`src/rtl/q_sys_cali_pkg.sv`:
```
// Shared widths, unity gain and port-arbiter state encoding for the CALI gain-apply block.
package q_sys_cali_pkg;
  localparam int DATA_W    = 16;
  localparam int ADDR_W    = 9;
  localparam int GAIN_W    = 8;
  localparam int GAIN_FRAC = 7;
  localparam int PROD_W    = DATA_W + GAIN_W;

  localparam logic [GAIN_W-1:0] UNITY_GAIN = 8'd128;

  typedef enum logic [2:0] {
    IDLE     = 3'd0,
    STREAM   = 3'd1,
    HOST_WR  = 3'd2,
    HOST_RD  = 3'd3,
    HOST_RD2 = 3'd4
  } arb_state_t;
endpackage

```
`src/rtl/q_sys_cali_if.sv`:
```
// Bus bundle: sample stream in/out, host Avalon slave and the CALI RAM port.
interface q_sys_cali_if;
  import q_sys_cali_pkg::*;

  // Stream: a beat transfers on a cycle where valid & ready are both high;
  // valid and its payload are held stable until that cycle, ready may change freely.
  logic              s_valid;
  logic              s_ready;
  logic [ADDR_W-1:0] s_chan;
  logic [DATA_W-1:0] s_data;
  logic              s_sof;
  logic              s_eof;

  logic              m_valid;
  logic              m_ready;
  logic [DATA_W-1:0] m_data;
  logic              m_sof;
  logic              m_eof;
  logic              m_sat;

  logic [ADDR_W-1:0] h_address;
  logic              h_read;
  logic              h_write;
  logic [GAIN_W-1:0] h_writedata;
  logic [GAIN_W-1:0] h_readdata;
  logic              h_waitrequest;

  logic [ADDR_W-1:0] ram_address;
  logic              ram_chipselect;
  logic              ram_write;
  logic [GAIN_W-1:0] ram_writedata;
  logic              ram_clken;
  logic [GAIN_W-1:0] ram_readdata;

  modport slave (
    input  s_valid, s_chan, s_data, s_sof, s_eof, m_ready,
    input  h_address, h_read, h_write, h_writedata, ram_readdata,
    output s_ready, m_valid, m_data, m_sof, m_eof, m_sat,
    output h_readdata, h_waitrequest,
    output ram_address, ram_chipselect, ram_write, ram_writedata, ram_clken
  );

  modport master (
    output s_valid, s_chan, s_data, s_sof, s_eof, m_ready,
    output h_address, h_read, h_write, h_writedata, ram_readdata,
    input  s_ready, m_valid, m_data, m_sof, m_eof, m_sat,
    input  h_readdata, h_waitrequest,
    input  ram_address, ram_chipselect, ram_write, ram_writedata, ram_clken
  );
endinterface

```
`src/rtl/q_sys_cali_port_arb.sv`:
```
// Owns the single CALI port: arbitrates stream lookups against host Avalon access,
// letting the host in only while the stream is idle between frames.
module q_sys_cali_port_arb
  import q_sys_cali_pkg::*;
(
  input  logic              clk,
  input  logic              reset,
  input  logic              i_en,
  input  logic              i_fire,
  input  logic              i_drain_ok,
  input  logic [ADDR_W-1:0] i_s_chan,
  input  logic [ADDR_W-1:0] i_h_address,
  input  logic              i_h_read,
  input  logic              i_h_write,
  input  logic [GAIN_W-1:0] i_h_writedata,
  input  logic [GAIN_W-1:0] i_ram_readdata,
  output logic              o_s_ready,
  output logic [GAIN_W-1:0] o_h_readdata,
  output logic              o_h_waitrequest,
  output logic [ADDR_W-1:0] o_ram_address,
  output logic              o_ram_chipselect,
  output logic              o_ram_write,
  output logic [GAIN_W-1:0] o_ram_writedata,
  output logic              o_ram_clken,
  output arb_state_t        o_state
);
  arb_state_t r_state;
  logic       r_host;
  logic       r_waitreq;
  logic       r_cs;
  logic       w_host_req;

  assign w_host_req = i_h_read | i_h_write;

  always_ff @(posedge clk) begin
    if (reset) begin
      r_state   <= IDLE;
      r_host    <= 1'b0;
      r_waitreq <= 1'b1;
      r_cs      <= 1'b0;
    end else begin
      case (r_state)
        IDLE: begin
          // Write wins over read, and any host request wins over a waiting sample.
          if (i_h_write) begin
            r_state   <= HOST_WR;
            r_host    <= 1'b1;
            r_waitreq <= 1'b0;
            r_cs      <= 1'b1;
          end else if (i_h_read) begin
            r_state <= HOST_RD;
            r_host  <= 1'b1;
          end else if (i_fire) begin
            r_state <= STREAM;
          end
        end
        STREAM: begin
          if (i_drain_ok) r_state <= IDLE;
        end
        HOST_WR: begin
          r_state   <= IDLE;
          r_host    <= 1'b0;
          r_waitreq <= 1'b1;
          r_cs      <= 1'b0;
        end
        HOST_RD: begin
          r_state   <= HOST_RD2;
          r_waitreq <= 1'b0;
        end
        HOST_RD2: begin
          r_state   <= IDLE;
          r_host    <= 1'b0;
          r_waitreq <= 1'b1;
        end
        default: begin
          r_state   <= IDLE;
          r_host    <= 1'b0;
          r_waitreq <= 1'b1;
          r_cs      <= 1'b0;
        end
      endcase
    end
  end

  assign o_s_ready        = ~reset & i_en & ~r_host & ~((r_state == IDLE) & w_host_req);
  assign o_ram_address    = r_host ? i_h_address : i_s_chan;
  assign o_ram_clken      = r_host | i_en;
  assign o_ram_chipselect = r_cs;
  assign o_ram_write      = r_cs;
  assign o_ram_writedata  = i_h_writedata;
  assign o_h_waitrequest  = r_waitreq;
  assign o_h_readdata     = (r_state == HOST_RD2) ? i_ram_readdata : '0;
  assign o_state          = r_state;
endmodule

```
`src/rtl/q_sys_cali_apply.sv`:
```
// Per-channel gain correction: 2-stage lookup/scale/saturate pipeline with frame
// tracking and saturation counter; CALI port arbitration lives in the sub-module.
module q_sys_cali_apply
  import q_sys_cali_pkg::*;
(
  input  logic        clk,
  input  logic        reset,
  input  logic        bypass,
  q_sys_cali_if.slave bus,
  output logic [15:0] sat_count,
  output logic        frame_err,
  output arb_state_t  o_dbg_state
);
  logic              w_en;
  logic              w_s_ready;
  logic              w_fire;
  logic              w_drain_ok;
  logic              w_ovf;
  logic [GAIN_W-1:0] w_gain;
  logic [PROD_W-1:0] w_prod;
  logic [PROD_W-1:0] w_res;

  logic              r_s1_valid;
  logic              r_s1_sof;
  logic              r_s1_eof;
  logic [DATA_W-1:0] r_s1_data;
  logic              r_m_valid;
  logic              r_m_sof;
  logic              r_m_eof;
  logic              r_m_sat;
  logic [DATA_W-1:0] r_m_data;
  logic              r_in_frame;
  logic              r_frame_err;
  logic [15:0]       r_sat_count;

  assign w_en       = ~r_m_valid | bus.m_ready;
  assign w_fire     = bus.s_valid & w_s_ready;
  assign w_drain_ok = ~r_in_frame & ~r_s1_valid & ~r_m_valid & ~w_fire;

  // Gain arrives from CALI one cycle after the address, lined up with stage 1.
  assign w_gain = bypass ? UNITY_GAIN : bus.ram_readdata;
  assign w_prod = PROD_W'(r_s1_data) * PROD_W'(w_gain);
  assign w_res  = w_prod >> GAIN_FRAC;
  assign w_ovf  = |w_res[PROD_W-1:DATA_W];

  always_ff @(posedge clk) begin
    if (reset) begin
      r_s1_valid <= 1'b0;
      r_s1_sof   <= 1'b0;
      r_s1_eof   <= 1'b0;
      r_s1_data  <= '0;
      r_m_valid  <= 1'b0;
      r_m_sof    <= 1'b0;
      r_m_eof    <= 1'b0;
      r_m_sat    <= 1'b0;
      r_m_data   <= '0;
    end else if (w_en) begin
      r_s1_valid <= w_fire;
      r_s1_sof   <= w_fire & bus.s_sof;
      r_s1_eof   <= w_fire & bus.s_eof;
      r_s1_data  <= bus.s_data;
      r_m_valid  <= r_s1_valid;
      r_m_sof    <= r_s1_sof;
      r_m_eof    <= r_s1_eof;
      r_m_sat    <= r_s1_valid & w_ovf;
      r_m_data   <= w_ovf ? {DATA_W{1'b1}} : w_res[DATA_W-1:0];
    end
  end

  // A beat carrying both markers is a complete one-sample frame.
  always_ff @(posedge clk) begin
    if (reset) begin
      r_in_frame  <= 1'b0;
      r_frame_err <= 1'b0;
    end else if (w_fire) begin
      if (bus.s_sof & r_in_frame) r_frame_err <= 1'b1;
      if (bus.s_eof)              r_in_frame  <= 1'b0;
      else if (bus.s_sof)         r_in_frame  <= 1'b1;
    end
  end

  always_ff @(posedge clk) begin
    if (reset) begin
      r_sat_count <= '0;
    end else if (r_m_valid & bus.m_ready & r_m_sat & (r_sat_count != 16'hFFFF)) begin
      r_sat_count <= r_sat_count + 16'd1;
    end
  end

  q_sys_cali_port_arb u_arb (
    .clk              (clk),
    .reset            (reset),
    .i_en             (w_en),
    .i_fire           (w_fire),
    .i_drain_ok       (w_drain_ok),
    .i_s_chan         (bus.s_chan),
    .i_h_address      (bus.h_address),
    .i_h_read         (bus.h_read),
    .i_h_write        (bus.h_write),
    .i_h_writedata    (bus.h_writedata),
    .i_ram_readdata   (bus.ram_readdata),
    .o_s_ready        (w_s_ready),
    .o_h_readdata     (bus.h_readdata),
    .o_h_waitrequest  (bus.h_waitrequest),
    .o_ram_address    (bus.ram_address),
    .o_ram_chipselect (bus.ram_chipselect),
    .o_ram_write      (bus.ram_write),
    .o_ram_writedata  (bus.ram_writedata),
    .o_ram_clken      (bus.ram_clken),
    .o_state          (o_dbg_state)
  );

  assign bus.s_ready = w_s_ready;
  assign bus.m_valid = r_m_valid;
  assign bus.m_data  = r_m_data;
  assign bus.m_sof   = r_m_sof;
  assign bus.m_eof   = r_m_eof;
  assign bus.m_sat   = r_m_sat;
  assign sat_count   = r_sat_count;
  assign frame_err   = r_frame_err;
endmodule

```
`src/flat_wrapper.sv`:
```
// flat-port wrapper written by rule: the top's interface ports become plain ports
module q_sys_cali_apply_flat import q_sys_cali_pkg::*;
  (clk, reset, bypass, sat_count, frame_err, o_dbg_state, bus_s_valid, bus_s_chan, bus_s_data, bus_s_sof, bus_s_eof, bus_m_ready, bus_h_address, bus_h_read, bus_h_write, bus_h_writedata, bus_ram_readdata, bus_s_ready, bus_m_valid, bus_m_data, bus_m_sof, bus_m_eof, bus_m_sat, bus_h_readdata, bus_h_waitrequest, bus_ram_address, bus_ram_chipselect, bus_ram_write, bus_ram_writedata, bus_ram_clken);
  q_sys_cali_if bus_i ();
  input  logic clk;
  input  logic reset;
  input  logic bypass;
  output logic [15:0] sat_count;
  output logic frame_err;
  output arb_state_t o_dbg_state;
  input wire logic [$bits(bus_i.s_valid)-1:0] bus_s_valid;
  input wire logic [$bits(bus_i.s_chan)-1:0] bus_s_chan;
  input wire logic [$bits(bus_i.s_data)-1:0] bus_s_data;
  input wire logic [$bits(bus_i.s_sof)-1:0] bus_s_sof;
  input wire logic [$bits(bus_i.s_eof)-1:0] bus_s_eof;
  input wire logic [$bits(bus_i.m_ready)-1:0] bus_m_ready;
  input wire logic [$bits(bus_i.h_address)-1:0] bus_h_address;
  input wire logic [$bits(bus_i.h_read)-1:0] bus_h_read;
  input wire logic [$bits(bus_i.h_write)-1:0] bus_h_write;
  input wire logic [$bits(bus_i.h_writedata)-1:0] bus_h_writedata;
  input wire logic [$bits(bus_i.ram_readdata)-1:0] bus_ram_readdata;
  output wire logic [$bits(bus_i.s_ready)-1:0] bus_s_ready;
  output wire logic [$bits(bus_i.m_valid)-1:0] bus_m_valid;
  output wire logic [$bits(bus_i.m_data)-1:0] bus_m_data;
  output wire logic [$bits(bus_i.m_sof)-1:0] bus_m_sof;
  output wire logic [$bits(bus_i.m_eof)-1:0] bus_m_eof;
  output wire logic [$bits(bus_i.m_sat)-1:0] bus_m_sat;
  output wire logic [$bits(bus_i.h_readdata)-1:0] bus_h_readdata;
  output wire logic [$bits(bus_i.h_waitrequest)-1:0] bus_h_waitrequest;
  output wire logic [$bits(bus_i.ram_address)-1:0] bus_ram_address;
  output wire logic [$bits(bus_i.ram_chipselect)-1:0] bus_ram_chipselect;
  output wire logic [$bits(bus_i.ram_write)-1:0] bus_ram_write;
  output wire logic [$bits(bus_i.ram_writedata)-1:0] bus_ram_writedata;
  output wire logic [$bits(bus_i.ram_clken)-1:0] bus_ram_clken;
  assign bus_i.s_valid = bus_s_valid;
  assign bus_i.s_chan = bus_s_chan;
  assign bus_i.s_data = bus_s_data;
  assign bus_i.s_sof = bus_s_sof;
  assign bus_i.s_eof = bus_s_eof;
  assign bus_i.m_ready = bus_m_ready;
  assign bus_i.h_address = bus_h_address;
  assign bus_i.h_read = bus_h_read;
  assign bus_i.h_write = bus_h_write;
  assign bus_i.h_writedata = bus_h_writedata;
  assign bus_i.ram_readdata = bus_ram_readdata;
  assign bus_s_ready = bus_i.s_ready;
  assign bus_m_valid = bus_i.m_valid;
  assign bus_m_data = bus_i.m_data;
  assign bus_m_sof = bus_i.m_sof;
  assign bus_m_eof = bus_i.m_eof;
  assign bus_m_sat = bus_i.m_sat;
  assign bus_h_readdata = bus_i.h_readdata;
  assign bus_h_waitrequest = bus_i.h_waitrequest;
  assign bus_ram_address = bus_i.ram_address;
  assign bus_ram_chipselect = bus_i.ram_chipselect;
  assign bus_ram_write = bus_i.ram_write;
  assign bus_ram_writedata = bus_i.ram_writedata;
  assign bus_ram_clken = bus_i.ram_clken;
  q_sys_cali_apply u_core (.clk(clk), .reset(reset), .bypass(bypass), .bus(bus_i), .sat_count(sat_count), .frame_err(frame_err), .o_dbg_state(o_dbg_state));
endmodule
```
`config.mk`:
```
export PLATFORM = sky130hd
export DESIGN_NAME = q_sys_cali_apply_flat
export DESIGN_NICKNAME = d
export VERILOG_FILES = /design/src/rtl/q_sys_cali_pkg.sv /design/src/rtl/q_sys_cali_if.sv /design/src/rtl/q_sys_cali_port_arb.sv /design/src/rtl/q_sys_cali_apply.sv /design/src/flat_wrapper.sv
export SDC_FILE = /design/constraint.sdc
export NUM_CORES = 1
export LEC_CHECK = 0
export CELL_PAD_IN_SITES_DETAIL_PLACEMENT = 1
export CELL_PAD_IN_SITES_GLOBAL_PLACEMENT = 1
export CORE_MARGIN = 5
export CORE_UTILIZATION = 30
export DETAILED_ROUTE_END_ITERATION = 8
export PLACE_DENSITY = 0.67
export SYNTH_ARGS = -nofsm -noshare
export SYNTH_HDL_FRONTEND = slang
export SYNTH_SLANG_ARGS = --single-unit
export TNS_END_PERCENT = 100
```
`constraint.sdc`:
```
create_clock -name clk -period 8.9 [get_ports clk]
set_clock_uncertainty 0.1 [all_clocks]
set_input_delay 2.225 -clock clk [delete_from_list [all_inputs] [get_ports clk]]
set_output_delay 2.225 -clock clk [all_outputs]
set_load 0.1 [all_outputs]
```
Word-level counts from Yosys, hierarchy flattened
Cells that the tools add are included.
{"block": "totals", "ff_bits": 63, "in_bits": 59, "output_inout_bits": 70, "wordCells": 82}
{"block": "classes", "addsub": 1, "mul": 1, "n_eq_ne": 8, "n_mux": 18, "bitwise": 28, "n_reduce_logical": 10}
{"cell": "$mul 16x8->24", "n": 1}
{"cell": "$add 16x1->16 const B", "n": 1}
{"cell": "$mux 16", "n": 1}
{"cell": "$mux 8", "n": 2}
{"cell": "$ne 16x16->1 const B", "n": 1}
{"cell": "$and 1x1->1", "n": 15}
{"cell": "$mux 3", "n": 4}
{"cell": "$reduce_and 2->1", "n": 6}
{"cell": "$not 1->1", "n": 10}
{"cell": "$mux 9", "n": 1}
{"cell": "$pmux 3 s3", "n": 1}
{"cell": "$mux 1", "n": 6}
{"cell": "$ne 2x2->1 const B", "n": 2}
{"cell": "$ne 4x3->1 const B", "n": 1}
{"cell": "$pmux 1 s2", "n": 2}
{"cell": "$eq 3x1->1 const B", "n": 1}
{"cell": "$eq 3x2->1 const B", "n": 1}
{"cell": "$eq 3x3->1 const B", "n": 1}
{"cell": "$logic_not 3->1", "n": 1}
{"cell": "$ne 3x3->1 const B", "n": 1}
{"cell": "$or 1x1->1", "n": 3}
{"cell": "$pmux 1 s3", "n": 1}
{"cell": "$reduce_or 3->1", "n": 1}
{"cell": "$reduce_bool 2->1", "n": 1}
{"cell": "$reduce_or 2->1", "n": 1}

Longest topological paths before layout
Gate-level depths: netlist (run 1).
{"block": "logic_depth", "word_depth": 10, "ltp_mapped": 22, "depth_no_buf": 18}

By module
From an unflattened synthesis (run 1), not the netlist that was laid out.
{"block": "hier_totals", "hier_cells": 821, "hier_area_um2": 7066.8}
{"mod": "q_sys_cali_apply", "instances": 1, "cells_per_inst": 764, "area_per_inst_um2": 6551.3}
{"mod": "q_sys_cali_port_arb", "instances": 1, "cells_per_inst": 57, "area_per_inst_um2": 515.5}

Worst setup path before layout (run 1)
No wires, ideal clock.
{"block": "synth_path", "path_type": "input-to-reg", "startpoint": "input port bypass", "endpoint": "register u_core.r_m_data[10] (netlist: u_core.bus.m_data[10])", "arrival_time_ps": 7050, "t_required_ps": 8719, "setup_slack_ps": 1669, "path_stages": 20, "path_buffers": 4, "path_cell_list": "clkbuf_1 nor2_1 clkbuf_1 nor2b_1 fa_1 fa_1 fa_1 inv_1 fa_1 inv_1 ha_1 buf_2 nand2_1 nor3_2 or3b_1 and2_4 o311ai_4 nor2_2 buf_6 a211oi_2"}
{"block": "synth_via", "elab_chain_len": 3}
{"element": "start, declared", "line": "flat_wrapper.sv:7", "rtl": "input logic bypass;"}
{"element": "$mux 8", "line": "q_sys_cali_apply.sv:41", "rtl": "assign w_gain = bypass ? UNITY_GAIN : bus.ram_readdata;"}
{"element": "$mul 16x8->24", "line": "q_sys_cali_apply.sv:42", "rtl": "assign w_prod = PROD_W'(r_s1_data) * PROD_W'(w_gain);"}
{"element": "$mux 16", "line": "q_sys_cali_apply.sv:66", "rtl": "r_m_data <= w_ovf ? {DATA_W{1'b1}} : w_res[DATA_W-1:0];"}
{"element": "end signal, assigned", "line": "q_sys_cali_apply.sv:66"}
{"element": "end, declared", "line": "q_sys_cali_apply.sv:31", "rtl": "logic [DATA_W-1:0] r_m_data;"}
Every way passes these cells.
A chain may end at the register's enable or synchronous reset.

Worst setup path in the final report (run 1)
{"block": "layout_path", "startpoint": "input port bypass", "endpoint": "register u_core.r_m_data[14] (netlist: u_core.bus.m_data[14])"}
The elaborated chain is that of the path after synthesis.

==> run_results.csv, run 1 <==
group,metric,value,unit
worst_setup_path,cp-end-kind,"register",
route,dr.first_iter.drc_count,200,
worst_setup_path,reg2reg_slack,3.56,ns
logic_synthesis,synth_mux_area_share,1.65,%
final_layout,nFillCells,2586,
run_status,status,"finished clean",
sta,whs,0.353,ns
logic_synthesis,async_flop_share,0,%
worst_setup_path,path_buf_inv,5,
worst_setup_path,critPathLaunch,"bypass",
route,ant_nets,0,
sta,rsz0062_at_grt,"false",
final_layout,final-instance-count-excl-fill,1164,
final_layout,fin_nets,1063,
power_and_ir_drop,powerDensity,156,nW/um2
sta,drv_slew,0,
worst_hold_path,min_from,"u_core.bus.m_eof",
worst_setup_path,path_max_fanout,16,
global_routing,grt_overflow_total,0,
placement,portBuffers,112,
sta,relSlewSlack,31.2,%
route,wl_per_cell,17.4,um
worst_setup_path,r2r-start,"u_core.r_s1_data[5]",
final_layout,layout-drive-gt1-share,6.79,%
worst_setup_path,crit_required,9.05,ns
global_routing,grt_pass1_vias,6099,
worst_setup_path,cp_cell_sequence,"clkdlybuf4s50_1 > nor2b_1 > buf_4 > and2_1 > fa_1 > fa_1 > fa_1 > inv_1 > fa_1 > inv_1 > ha_1 > nand2_1 > nor3_2 > or3b_1 > and2_4 > o311ai_4 > nor2_2 > buf_4 > a211oi_1",
clock_network,cts_made_buffers,9,
clock_network,cts_buffer_depth,2,
logic_synthesis,synth-edff-count,0,
logic_synthesis,synth_xor_area_share,3.76,%
worst_setup_path,critPathKind,"input port to register",
die,rows,54,
clock_network,clock-sinks,63,
route,routed_wl,20.2,mm
route,vias,5548,
logic_synthesis,syn-num-nets,969,
route,drt_first_pass_iters,4,
logic_synthesis,synth_compound_area_share,11.3,%
route,vias_per_cell,4.77,
worst_setup_path,endpoint,"u_core.bus.m_data[14]",
logic_synthesis,synth.avg_cell_area,8.59,um2
sta,worst-slew-pin-transition,1.03,ns
die,core,22000,um2
placement,hpwl,16.0,mm
logic_synthesis,syn_area,6750,um2
power_and_ir_drop,vdd_drop_max,0.138,mV
die,dieArea,25600,um2
die,io_pins,129,
worst_setup_path,worstPathArrival,7.83,ns
final_layout,diodes,0,
logic_synthesis,synth_top_flop_cell,"dfxtp_1",
sta,setup_viol,0,
global_routing,grt_pass1_wl,33.8,mm
run,drv_cap,0,
clock_network,holdBufCountCts,0,
clock_network,post_cts_buffers,0,
final_layout,utilization,38.5,%
worst_setup_path,cp-start-kind,"input port",
clock_network,clk-insertion-delay-late,0.34,ns
placement,gp_congestion,0.805,
clock_network,cts_tree,"yes",
power_and_ir_drop,power.leakage,3.89,nW
die,die_w,160,um
worst_setup_path,worst_path_most_repeated_cell,"fa_1",
worst_setup_path,critPathMaxStageDelay,0.68,ns
final_layout,areaGrowthSynthToFinish,25.2,%
global_routing,grt_max_degree,62,
global_routing,use_met3,2.89,%
worst_setup_path,cpLargestDelayFamily,"adder cells",
logic_synthesis,synth_cells,785,
route,drc,0,
die,fp.dieH,160,um
worst_hold_path,hold_class,"register to register",
global_routing,grt_use_met2,27.7,%
sta,max_freq,130,MHz
global_routing,busiest_layer,"met2",
sta,fin_crit_sh,86.2,%
worst_setup_path,path_depth,19,
global_routing,track_usage,16.3,%
global_routing,grtUsageMet1,22.2,%
global_routing,grt_antenna_before_repair,0,
sta,min_period,7.68,ns
sta,hold_viol,0,
clock_network,clkTransAtPathRegs,0.06,ns
worst_setup_path,cpMaxStageDelayCell,"clkdlybuf4s50_1",
logic_synthesis,ys_types,55,
power_and_ir_drop,fin_total_pwr,1.32,mW
logic_synthesis,seq_area_frac_synth,18.7,%
logic_synthesis,synth_simple_gate_area_share,23.6,%
logic_synthesis,synth_adder_area_share,32.4,%
sta,tns,0,ns
worst_setup_path,reg2regPathDepth,16,
placement,dp.cells,1148,
die,initial_core_util,30.7,%
logic_synthesis,ys_seq_elements,63,
logic_synthesis,yosysWarnings,0,
clock_network,root_buffer,"clkbuf_16",
logic_synthesis,synth_top_family_by_area,"adder cells",
worst_setup_path,r2r-end,"u_core.bus.m_data[14]",
clock_network,h-tree-depth,3,
clock_network,cts_resized,0,
[tightest hold or removal path, stage by stage, from the launching register on]
cell,delay (ns)
dfxtp_1,0.31
nand2_1,0.05
a21oi_1,0.05
[cell usage after synthesis (9+ instances only)]
master    count  area share [%]
nand3_1      12            0.89
nor2b_1      21             1.9
dfxtp_1      63              19
inv_1        98             5.5
o21ai_0      18             1.3
buf_4         9             1.0
and3_1       15             1.4
xor2_1       17             2.2
ha_1         42             7.8
nand2_1      76             4.2
and2_1       95             8.8
nor2_1       47             2.6
nor3_1       14             1.0
xnor2_1      12             1.6
clkbuf_1     31             1.7
fa_1         83              25
mux2_2        9             1.5
a21oi_1      43             3.2
a211oi_2     10             1.9
[worst min-delay path by stage]
stage	cells after the start	slack, ns	to
6_report	2	0.35	u_core.bus.m_eof
5_1_grt	2	0.39	u_core.bus.m_eof
4_1_cts	2	0.36	u_core.bus.m_eof
3_5_place_dp	2	0.35	u_core.bus.m_eof
3_3_place_gp	2	0.34	u_core.bus.m_eof
2_1_floorplan	2	0.34	u_core.bus.m_eof
[power by group]
group	internal (mW)	switching (mW)
Clock	0.254	0.142
Sequential	0.307	0.0291
Combinational	0.193	0.391
Total	0.754	0.562
[state kept, by name, summed over array words and instances (netlist names), 3 cells and up]
name                  cells
u_core.sat_count         16
u_core.r_s1_data         16
u_core.bus.m_data        16
u_core.u_arb.o_state      3
[layer usage]
layer | share of wire (%) | routed length (um) | vias up
met3 | 3.1 | 631 | 10
met1 | 47 | 9590 | 2766
li1 | - | - | 2695
met4 | 0.46 | 94 | 0
met5 | 0 | 0 | -
met2 | 49 | 9910 | 77
[final cells by class]
cell class              instances  area, um2  share of cell area, %
multi-input cells             580       4910                   58.1
flip-flops and latches         63       1260                   14.9
repair buffers                127       1230                   14.5
inverters                      98        368                   4.35
well taps                     280        350                   4.15
clock buffers                  10        239                   2.83
clock inverters                 6       92.6                   1.10
[kinds of logic (layout without fill, tap and decap cells)]
family                     Yosys count  in the layout
and+or+nand+nor                    304            304
buffers and inverters              142            241
adders and majority gates          125            125
AOI/OAI and AO/OA                  112            112
DFF                                 63             63
xor gates and xnor gates            29             29
muxes                               10             10
[per-stage QoR]
| stage | worst slack (ns) | instance area (um2) |
|---|---|---|
| 2_1_floorplan | 1.67 | 6750 |
| 3_3_place_gp | 0.980 | 8120 |
| 3_5_place_dp | 0.897 | 8120 |
| 4_1_cts | 1.20 | 8450 |
| 5_1_grt | 0.838 | 8450 |
| 6_report | 1.22 | 8450 |
[layout by cell type (no fill, tap or decap), drive strengths merged, types with 12 or more instances in the layout]
cell type        n
and3            15
buf             17
xor2            17
nor2            48
clkdlybuf4s50  110
fa              83
and2            96
xnor2           12
inv             99
a21oi           43
dfxtp           63
nor3            15
nand2           77
nor2b           21
nand3           12
a211oi          13
o21ai           19
ha              42
Note: power is estimated with default switching activity, not from simulation.
==> run 2, diff against run 1 <==
Settings changed: CORE_MARGIN 5 to unset.
==> run_results.csv, run 2 (synthesized netlist as in run 1, its figures left out) <==
group,metric,value,unit
sta,drv_slew,0,
die,initial_core_util,30.7,%
run_status,status,"finished with violations",
final_layout,layout_commonest_cell,"clkdlybuf4s50_1",
placement,dp.cells,1148,
sta,rsz0062_at_grt,"false",
placement,portBuffers,112,
final_layout,final-instance-count-excl-fill,1164,
worst_setup_path,reg2reg_slack,3.58,ns
die,io_pins,129,
worst_setup_path,worst_path_most_repeated_cell,"fa_1",
worst_setup_path,endpoint,"u_core.bus.m_data[14]",
power_and_ir_drop,p_sw_share,43.1,%
clock_network,post_cts_buffers,0,
power_and_ir_drop,vdd_drop_max,0.158,mV
clock_network,root_buffer,"clkbuf_16",
final_layout,layout-drive-gt1-share,6.67,%
clock_network,cts_tree,"yes",
clock_network,clkTransAtPathRegs,0.06,ns
worst_setup_path,path_depth,19,
route,vias_per_cell,4.77,
die,dieArea,23100,um2
placement,gp_congestion,0.816,
power_and_ir_drop,combPwrFrac,44.4,%
route,vias,5555,
worst_setup_path,worstPathArrival,7.85,ns
route,dr.first_iter.drc_count,203,
route,drt_first_pass_iters,6,
sta,setup_viol,0,
final_layout,diodes,0,
final_layout,areaGrowthSynthToFinish,25.2,%
sta,fin_crit_sh,86.5,%
sta,hold_viol,0,
worst_setup_path,cp-end-kind,"register",
sta,max_freq,130,MHz
final_layout,fin_nets,1063,
sta,finalWorstSetupSlack,1.20,ns
worst_setup_path,cpLargestDelayFamily,"adder cells",
clock_network,h-tree-depth,3,
global_routing,grt_antenna_before_repair,0,
global_routing,grt_max_degree,62,
worst_setup_path,cp_cell_sequence,"clkdlybuf4s50_1 > nor2b_1 > buf_4 > and2_1 > fa_1 > fa_1 > fa_1 > inv_1 > fa_1 > inv_1 > ha_1 > nand2_2 > nor3_2 > or3b_1 > and2_4 > o311ai_4 > nor2_2 > buf_4 > a211oi_1",
global_routing,grt_overflow_total,0,
worst_hold_path,hold_class,"register to register",
clock_network,clk-insertion-delay-late,0.34,ns
clock_network,holdBufCountCts,0,
worst_setup_path,reg2regPathDepth,16,
die,rows,54,
final_layout,stdcell_area,8450,um2
worst_setup_path,cp-start-kind,"input port",
worst_setup_path,critPathKind,"input port to register",
worst_setup_path,r2r-start,"u_core.r_s1_data[4]",
route,routed_wl,19.7,mm
global_routing,track_usage,18.2,%
power_and_ir_drop,powerDensity,155,nW/um2
route,wl_per_cell,17.0,um
die,fp.dieH,152,um
clock_network,cts_made_buffers,9,
clock_network,clock-sinks,63,
sta,tns,0,ns
sta,worst-slew-pin-transition,1.04,ns
global_routing,grt_pass1_wl,33.6,mm
run_status,violations,"DRC",
die,core,22000,um2
power_and_ir_drop,power.leakage,3.89,nW
worst_setup_path,cpMaxStageDelayCell,"clkdlybuf4s50_1",
sta,min_period,7.70,ns
global_routing,grt_pass1_vias,6160,
worst_setup_path,critPathMaxStageDelay,0.71,ns
placement,placed_area,8120,um2
final_layout,final_cell_mix,"111 x clkdlybuf4s50_1, 98 x inv_1, 95 x and2_1, 83 x fa_1, 76 x nand2_1",
die,die_w,152,um
run,drv_cap,0,
worst_setup_path,critPathLaunch,"bypass",
worst_setup_path,path_max_fanout,16,
placement,place_worst_setup_slack,0.854,ns
power_and_ir_drop,power_frac_seq,25.6,%
power_and_ir_drop,clkPwrFrac,30.0,%
clock_network,cts_resized,0,
final_layout,utilization,38.5,%
route,ant_nets,0,
power_and_ir_drop,p_sw,0.564,mW
worst_setup_path,crit_required,9.05,ns
power_and_ir_drop,intPower,0.746,mW
clock_network,cts_buffer_depth,2,
worst_setup_path,r2r-end,"u_core.bus.m_data[14]",
route,drc,6,
worst_setup_path,path_buf_inv,5,
placement,hpwl,15.5,mm
sta,relSlewSlack,30.6,%
[run 2: cell count changes in the layout (fill, tap and decap cells not counted), sizes merged]
cell	change
inv	+1
buf	-1
clkinvlp	-1
clkinv	+1
clkbuf	-1
clkdlybuf4s50	+1
[run 2: how the worst min path moves through the flow]
stage,start,to,slack (ns),depth (start not counted)
final,u_core.bus.m_eof,u_core.bus.m_eof,0.35,2
after global routing,u_core.bus.m_eof,u_core.bus.m_eof,0.38,2
after CTS,u_core.bus.m_eof,u_core.bus.m_eof,0.36,2
after detailed placement,u_core.bus.m_eof,u_core.bus.m_eof,0.35,2
after global placement,u_core.bus.m_eof,u_core.bus.m_eof,0.34,2
after floorplan,u_core.r_s1_eof,u_core.bus.m_eof,0.34,2
[run 2: worst register-to-register path, stage by stage, from the launching register on]
cell and delay, ns:
dfxtp_1 0.55, nor2b_1 0.24, fa_1 0.45, fa_1 0.53, fa_1 0.57, inv_1 0.06, fa_1 0.53, inv_1 0.04
ha_1 0.38, nand2_2 0.10, nor3_2 0.20, or3b_1 0.41, and2_4 0.20, o311ai_4 0.36, nor2_2 0.05, buf_4 0.20
a211oi_1 0.25
[run 2: cell type report]
class / count / area, um2
Tap cell: 280 / 350
Multi-Input combinational cell: 580 / 4910
Fill cell: 2605 / 13500
Timing Repair Buffer: 127 / 1230
Inverter: 98 / 368
Sequential cell: 63 / 1260
Clock buffer: 9 / 225
Clock inverter: 7 / 103
[run 2: power by group through the flow]
stage | Sequential (mW) | Clock [mW] | Combinational, mW
4_1_cts | 0.335 | 0.404 | 0.589
2_1_floorplan | 0.459 | 0 | 0.311
6_report | 0.335 | 0.393 | 0.582
5_1_grt | 0.339 | 0.415 | 0.635
3_5_place_dp | 0.340 | 0 | 0.581
3_3_place_gp | 0.341 | 0 | 0.578
[run 2: routing by layer]
metal	share of wire (%)	wire (um)	GRT usage (%)
met5	0	0	0
met4	1.3	265	4.42
met3	4.2	830	2.91
met2	47	9270	29.4
met1	47	9380	25.4
[run 2: through the flow]
step / hold WS (ns) / total power, mW
after CTS: 0.356 / 1.33
after global routing: 0.381 / 1.39
final: 0.352 / 1.31
after floorplan: 0.336 / 0.770
after detailed placement: 0.350 / 0.922
after global placement: 0.342 / 0.919
==> run 3, diff against run 2 <==
Settings changed: CTS_BUF_LIST set to sky130_fd_sc_hd__clkbuf_8.
==> run_results.csv, run 3 (synthesized netlist as in run 1, its figures left out) <==
group,metric,value,unit
run_status,status,"finished with violations",
run_status,violations,"DRC",
final_layout,regArea,1260,um2
sta,relSlewSlack,30.2,%
clock_network,clock-sinks,63,
worst_setup_path,cp-start-kind,"input port",
route,dr.first_iter.drc_count,183,
route,ant_nets,0,
final_layout,areaGrowthSynthToFinish,23.7,%
route,vias_per_cell,4.78,
power_and_ir_drop,intPower,0.658,mW
placement,gp_congestion,0.816,
global_routing,track_usage,18.1,%
placement,placed_area,8120,um2
power_and_ir_drop,powerDensity,145,nW/um2
die,io_pins,129,
final_layout,nFillCells,2603,
clock_network,post_cts_buffers,0,
final_layout,final-instance-count-excl-fill,1164,
route,wl_per_cell,16.8,um
sta,fin_crit_sh,86.2,%
worst_setup_path,path_buf_inv,5,
sta,setup_viol,0,
clock_network,root_buffer,"clkbuf_8",
sta,min_period,7.68,ns
die,initial_core_util,30.7,%
clock_network,cts_resized,0,
route,drc,6,
placement,portBuffers,112,
final_layout,diodes,0,
power_and_ir_drop,combPwrFrac,48.3,%
global_routing,grt_antenna_before_repair,0,
final_layout,utilization,38.0,%
worst_setup_path,worstPathArrival,7.84,ns
clock_network,clk-insertion-delay-late,0.35,ns
power_and_ir_drop,vdd_drop_max,0.171,mV
worst_setup_path,cpLargestDelayFamily,"adder cells",
placement,hpwl,15.5,mm
final_layout,fin_nets,1063,
sta,drv_slew,0,
worst_setup_path,cp-end-kind,"register",
die,core,22000,um2
worst_setup_path,crit_required,9.07,ns
worst_setup_path,reg2reg_slack,3.57,ns
final_layout,multi_input_area,4910,um2
worst_hold_path,hold_class,"register to register",
worst_setup_path,path_max_fanout,16,
sta,worst-slew-pin-transition,1.04,ns
sta,hold_viol,0,
worst_setup_path,cp_cell_sequence,"clkdlybuf4s50_1 > nor2b_1 > buf_4 > and2_1 > fa_1 > fa_1 > fa_1 > inv_1 > fa_1 > inv_1 > ha_1 > nand2_2 > nor3_2 > or3b_1 > and2_4 > o311ai_4 > nor2_2 > buf_4 > a211oi_1",
power_and_ir_drop,power_frac_seq,27.7,%
worst_setup_path,critPathMaxStageDelay,0.71,ns
clock_network,h-tree-depth,3,
placement,dp.cells,1148,
route,routed_wl,19.6,mm
sta,tns,0,ns
route,vias,5565,
power_and_ir_drop,p_sw_share,45.6,%
clock_network,clkTransAtPathRegs,0.09,ns
final_layout,layout-drive-gt1-share,6.67,%
die,fp.dieH,152,um
clock_network,holdBufCountCts,0,
final_layout,final_cell_mix,"111 x clkdlybuf4s50_1, 98 x inv_1, 95 x and2_1, 83 x fa_1, 76 x nand2_1",
clock_network,cts_tree,"yes",
sta,rsz0062_at_grt,"false",
clock_network,cts_buffer_depth,2,
global_routing,grt_max_degree,62,
clock_network,cts_made_buffers,9,
global_routing,grt_pass1_vias,6171,
global_routing,grt_overflow_total,0,
die,dieArea,23100,um2
run,drv_cap,0,
worst_setup_path,cpMaxStageDelayCell,"clkdlybuf4s50_1",
die,rows,54,
power_and_ir_drop,clkPwrFrac,24.0,%
final_layout,stdcell_area,8350,um2
worst_setup_path,critPathKind,"input port to register",
sta,max_freq,130,MHz
power_and_ir_drop,p_sw,0.551,mW
route,drt_first_pass_iters,6,
final_layout,layout_commonest_cell,"clkdlybuf4s50_1",
power_and_ir_drop,fin_total_pwr,1.21,mW
die,die_w,152,um
global_routing,grt_pass1_wl,33.6,mm
power_and_ir_drop,power.leakage,3.84,nW
worst_setup_path,worst_path_most_repeated_cell,"fa_1",
[run 3: final timing paths]
check	depth (start not counted)	end	startpoint
setup / recovery	19	u_core.bus.m_data[14]	bypass
setup reg to reg	16	u_core.bus.m_data[14]	u_core.r_s1_data[4]
hold reg to reg	2	u_core.bus.m_eof	u_core.bus.m_eof
hold / removal	2	u_core.bus.m_eof	u_core.bus.m_eof
[run 3: power groups by stage]
| stage | sequential [mW] | clock [mW] | combinational, mW |
|---|---|---|---|
| 2_1_floorplan | 0.459 | 0 | 0.311 |
| 3_3_place_gp | 0.341 | 0 | 0.578 |
| 3_5_place_dp | 0.340 | 0 | 0.581 |
| 4_1_cts | 0.335 | 0.302 | 0.589 |
| 5_1_grt | 0.339 | 0.314 | 0.634 |
| 6_report | 0.335 | 0.290 | 0.584 |
[run 3: routing by layer]
layer / GRT usage, % / up-vias / share of wire [%]
li1: - / 2695 / -
met1: 25.4 / 2764 / 48
met2: 29.4 / 90 / 47
met3: 2.88 / 16 / 3.4
met4: 3.55 / 0 / 1.0
met5: 0 / - / 0
[run 3: stage by stage]
stage,worst slack (ns),hold WS (ns)
after detailed placement,0.854,0.350
final,1.22,0.355
after CTS,1.21,0.360
after global placement,0.972,0.342
after floorplan,1.67,0.336
after global routing,0.854,0.385
[run 3: final cells by class]
class,instances,share of cell area (%)
Clock buffer,9,1.48
Multi-Input combinational cell,580,58.9
Timing Repair Buffer,127,14.7
Tap cell,280,4.20
Clock inverter,7,1.23
Inverter,98,4.41
Sequential cell,63,15.1
[run 3: worst register-to-register path, delay by kind of cell, from the launching register on]
kind | cells | cell delay, ns
adder cells (fa/ha/maj) | 5 | 2.47
AND/OR/NAND/NOR | 6 | 1.21
AO/OA/AOI/OAI | 2 | 0.60
flip-flops | 1 | 0.57
buffers and inverters | 3 | 0.30
